[config.mk]
export PLATFORM = sky130hd
export DESIGN_NAME = cmd_emitter
export DESIGN_NICKNAME = d
export VERILOG_FILES = /design/src/rtl/cmd_emitter.sv
export SDC_FILE = /design/constraint.sdc
export NUM_CORES = 1
export LEC_CHECK = 0
export CAP_MARGIN = 20
export CORE_ASPECT_RATIO = 1.25
export CORE_UTILIZATION = 54
export CTS_CLUSTER_DIAMETER = 120
export DETAILED_ROUTE_END_ITERATION = 10
export DONT_BUFFER_PORTS = 1
export PLACE_DENSITY = 0.78
export REMOVE_ABC_BUFFERS = 1
export SETUP_SLACK_MARGIN = 0.05
export SYNTH_ARGS = -nofsm -noshare
export SYNTH_HDL_FRONTEND = slang
export SYNTH_SLANG_ARGS = --single-unit
[constraint.sdc]
create_clock -name clk -period 1.6 [get_ports clk]
set_input_delay 0.16 -clock clk [delete_from_list [all_inputs] [get_ports clk]]
set_output_delay 0.16 -clock clk [all_outputs]
set_load 0.005 [all_outputs]
[src/rtl/cmd_emitter.sv]
// cmd_emitter: turns a small command code into its ASCII text ("G00", "G91",
// "M02", ...) and writes it one character at a time to a character sink.
// Optional build macro CMD_EMITTER_TRAILING_SPACE_EN appends an ASCII space
// after every valid command.
//
// Sink handshake: in WAIT_RDY the emitter waits for wr_rdy=1, then raises
// wr_trigger for exactly one state cycle with char_out registered alongside;
// the sink answers with wr_done=1, which is only looked at in WAIT_DONE.
// All state, including the outputs, advances only when clk_en=1.
module cmd_emitter #(
  parameter int CMD_BITS = 3
) (
  input  logic                clk,
  input  logic                reset,
  input  logic                clk_en,
  input  logic                trigger,
  input  logic [CMD_BITS-1:0] cmd,
  input  logic                wr_rdy,
  input  logic                wr_done,
  output logic                rdy,
  output logic                done,
  output logic                success,
  output logic                wr_trigger,
  output logic [7:0]          char_out,
  output logic [2:0]          dbg_state_o
);

  typedef enum logic [2:0] {
    S_IDLE      = 3'd0,
    S_CHECK     = 3'd1,
    S_WAIT_RDY  = 3'd2,
    S_WRITE     = 3'd3,
    S_WAIT_DONE = 3'd4,
    S_DONE      = 3'd5
  } state_t;

`ifdef CMD_EMITTER_TRAILING_SPACE_EN
  localparam logic [1:0] LAST_IDX = 2'd3;
`else
  localparam logic [1:0] LAST_IDX = 2'd2;
`endif

  state_t              state_q;
  logic [CMD_BITS-1:0] cmd_q;
  logic [1:0]          idx_q;
  logic                rdy_q;
  logic                done_q;
  logic                success_q;
  logic                wr_trigger_q;
  logic [7:0]          char_q;

  logic [7:0]          char_d;
  logic [7:0]          letter;
  logic [3:0]          tens;
  logic [3:0]          ones;
  logic                cmd_valid;

  // Full-width compare: any code of 7 or above is not a command.
  assign cmd_valid = (32'(cmd_q) < 32'd7);

  // Character at the current index of the latched command text.
  always_comb begin
    letter = 8'h47;
    tens   = 4'd0;
    ones   = 4'd0;
    char_d = 8'h00;
    case (cmd_q)
      CMD_BITS'(0): ones = 4'd0;
      CMD_BITS'(1): ones = 4'd1;
      CMD_BITS'(2): ones = 4'd2;
      CMD_BITS'(3): ones = 4'd3;
      CMD_BITS'(4): begin tens = 4'd9; ones = 4'd0; end
      CMD_BITS'(5): begin tens = 4'd9; ones = 4'd1; end
      CMD_BITS'(6): begin letter = 8'h4D; ones = 4'd2; end
      default: ;
    endcase
    case (idx_q)
      2'd0:    char_d = letter;
      2'd1:    char_d = {4'h3, tens};
      2'd2:    char_d = {4'h3, ones};
`ifdef CMD_EMITTER_TRAILING_SPACE_EN
      2'd3:    char_d = 8'h20;
`endif
      default: char_d = 8'h00;
    endcase
  end

  // Emission FSM with registered outputs; reset wins over clk_en and trigger.
  always_ff @(posedge clk) begin
    if (reset) begin
      state_q      <= S_IDLE;
      cmd_q        <= '0;
      idx_q        <= 2'd0;
      rdy_q        <= 1'b1;
      done_q       <= 1'b0;
      success_q    <= 1'b0;
      wr_trigger_q <= 1'b0;
      char_q       <= 8'h00;
    end else if (clk_en) begin
      case (state_q)
        S_IDLE: begin
          if (trigger) begin
            cmd_q     <= cmd;
            success_q <= 1'b0;
            idx_q     <= 2'd0;
            rdy_q     <= 1'b0;
            state_q   <= S_CHECK;
          end
        end
        S_CHECK: begin
          if (cmd_valid) begin
            state_q <= S_WAIT_RDY;
          end else begin
            done_q  <= 1'b1;
            state_q <= S_DONE;
          end
        end
        S_WAIT_RDY: begin
          if (wr_rdy) begin
            wr_trigger_q <= 1'b1;
            char_q       <= char_d;
            state_q      <= S_WRITE;
          end
        end
        S_WRITE: begin
          wr_trigger_q <= 1'b0;
          state_q      <= S_WAIT_DONE;
        end
        S_WAIT_DONE: begin
          if (wr_done) begin
            if (idx_q == LAST_IDX) begin
              success_q <= 1'b1;
              done_q    <= 1'b1;
              state_q   <= S_DONE;
            end else begin
              idx_q   <= idx_q + 2'd1;
              state_q <= S_WAIT_RDY;
            end
          end
        end
        S_DONE: begin
          done_q  <= 1'b0;
          rdy_q   <= 1'b1;
          state_q <= S_IDLE;
        end
        default: begin
          state_q      <= S_IDLE;
          rdy_q        <= 1'b1;
          done_q       <= 1'b0;
          wr_trigger_q <= 1'b0;
        end
      endcase
    end
  end

  assign rdy         = rdy_q;
  assign done        = done_q;
  assign success     = success_q;
  assign wr_trigger  = wr_trigger_q;
  assign char_out    = char_q;
  assign dbg_state_o = state_q;

endmodule
==> results.yml <==
run_status:
  status: "finished, violations left"
  violations: "hold timing, setup timing"
global_route:
  grt_max_degree: 17
  groute.usage.overall_pct: 24.1
  antenna_found_initial: 0
  grt_pass1_vias: 826
  grt_remaining_overflow: 0
  grt_first_pass_wirelength_um: 3370
cells_and_area:
  nets: 138
  layout-drive-gt1-share_pct: 24.2
  final_area_um2: 1080
  final_cell_mix: "a21oi_1 (13), dfxtp_1 (13), nand2_1 (9), nor2_1 (9), buf_4 (9)"
  antenna_cells: 0
  fill_cells: 151
  final_util_pct: 65.9
  syn_to_final_growth_pct: 9.92
timing:
  fmax_mhz: 623
  rsz0062_at_grt: "yes"
  timing.final.crit_share_pct: 100
  timing.final.crit_period_ns: 1.61
  report.final.slew_viol_count: 0
  setup_viol: 1
  skew_ns: 0.0138
  hold_viol: 13
  hold_ws_ns: -0.107
  worst_slack_ns: -0.00632
synth:
  yosysSeqAreaShare_pct: 34.6
  async_reset_ff_share_pct: 0
  synth_edf_count: 0
  avgSynthCellArea_um2: 8.20
  ys_seq_elements: 17
  syn-instance-count: 120
  synth_top_flop_cell: "dfxtp_1"
  yosys_warnings: 0
  synth.distinct_cells: 35
  synth_area_um2: 983
floorplan:
  initial_core_util_pct: 59.9
  core_um2: 1640
  dieWidth_um: 40.2
  die_h_um: 49.7
  dieArea_um2: 2000
  rows: 16
  boundaryPins: 24
route:
  drt_first_pass_iters: 5
  num_vias: 912
  routed_wl_um: 2320
  antenna_left: 0
  vias_per_cell: 6.42
  drt_iter0_drc: 19
  remaining_drc_errors: 0
  wl_per_cell_um: 16.3
clock_tree:
  cts_made_buffers: 3
  clk_pin_slew_ns: 0.11
  clock_latency_ns: 0.30
  htreeDepth: 1
  clock_path_buffers: 2
  clockRootBuffer: "clkbuf_4"
  clock-sinks: 17
  cts_tree: "yes"
worst_setup_path:
  critical_path_required_ns: 1.85
  crit_path_end_kind: "flip-flop"
  crit_type: "flip-flop to flip-flop"
  rr_worst_depth: 4
  reg2reg_slack_ns: -0.006
  critPathLaunchType: "flip-flop"
  arrival_ns: 1.85
  critPathMaxFanout: 5
power:
  power.density_nw_per_um2: 722
  p_leak_nw: 0.430
  ir_drop_mv: 0.579
place:
  gp_congestion: 0.928
  placed_cell_area_um2: 1020
  hpwl_um: 1570
  port-buffer-count: 0
min_path:
  whs_path_depth: 1
  hold_class: "primary input to flip-flop"
job:
  cap_viol_max_count: 0
## Yosys cell counts, drive strengths merged, types with 2 or more instances
library cell | instances | area [um2]
clkbuf | 6 | 22.5
a21oi | 14 | 70.1
or4b | 2 | 20.0
nand2b | 5 | 31.3
o22ai | 2 | 12.5
a32o | 2 | 20.0
dfxtp | 17 | 340
or3b | 2 | 17.5
nand2 | 9 | 33.8
inv | 6 | 22.5
nor3 | 2 | 10.0
ha | 4 | 50.1
buf | 3 | 22.5
o21ai | 7 | 35.0
o211ai | 2 | 15.0
mux2i | 7 | 70.1
or2 | 3 | 18.8
nand3 | 3 | 15.0
nor2 | 9 | 33.8
a31oi | 2 | 12.5
## layer usage
metal  vias up  share of wire, %  GRT usage, %
li1        434                 -             -
met2        42                52          42.2
met4         0               2.3          11.1
met1       429                41          26.6
met5         -                 0             0
met3         7               4.8          3.15
## registers in the layout, indices dropped and copies added (netlist names)
register	cells
char_out	5
done	1
rdy	1
dbg_state_o	3
wr_trigger	1
cmd_q	3
idx_q	2
success	1
## final timing paths
check,start,end
min,reset,idx_q[1]
min reg2reg,char_out[0],char_out[0]
max reg2reg,dbg_state_o[1],idx_q[1]
max,dbg_state_o[1],idx_q[1]
## per-stage QoR
stage               total power, mW   TNS, ns  hold slack (ns)  setup WS, ns  cells
floorplan                     0.520    -0.107            0.229       -0.0617    111
global placement              0.542         0            0.231        0.0459    137
detailed placement            0.544         0            0.233       0.00884    137
CTS                           0.771         0          -0.0922        0.0186    141
global route                  0.814   -0.0708           -0.112       -0.0586    142
finish                        0.780  -0.00632           -0.107      -0.00632    142
## final cells by class
class,instances,area [um2],area share [%]
clock buffers,3,22.5,2.08
clock inverters,1,5.00,0.463
inverters,6,22.5,2.08
multi-input cells,88,596,55.1
flip-flops and latches,17,345,31.9
well taps,18,22.5,2.08
repair buffers,9,67.6,6.25
## kinds of logic after synthesis
group,Yosys count,synth area share (%)
fa+ha+maj,4,5.09
mux,7,7.12
simple gates,41,23.5
buf+inv,15,6.87
compound gates,35,22.4
flops,17,34.6
other cells,1,0.381
## critical path, cell delays in order, from the launching register on
cell	delay, ns
dfxtp_2	0.33
or3b_4	0.39
a21o_1	0.21
or4b_1	0.49
a21oi_2	0.13
## power breakdown
group / total, mW / internal [mW] / switching [mW]
sequential: 0.448 / 0.435 / 0.0128
combinational: 0.0961 / 0.0457 / 0.0504
clock: 0.236 / 0.0933 / 0.142
## repair_timing
item	4_1_cts	5_1_grt
buffers inserted	0	1
endpoints found under the setup margin	3	5
gates resized for setup	7	6
pin swaps	3	4
hold endpoints to repair	13	13
(Power assumes the default switching activity.)
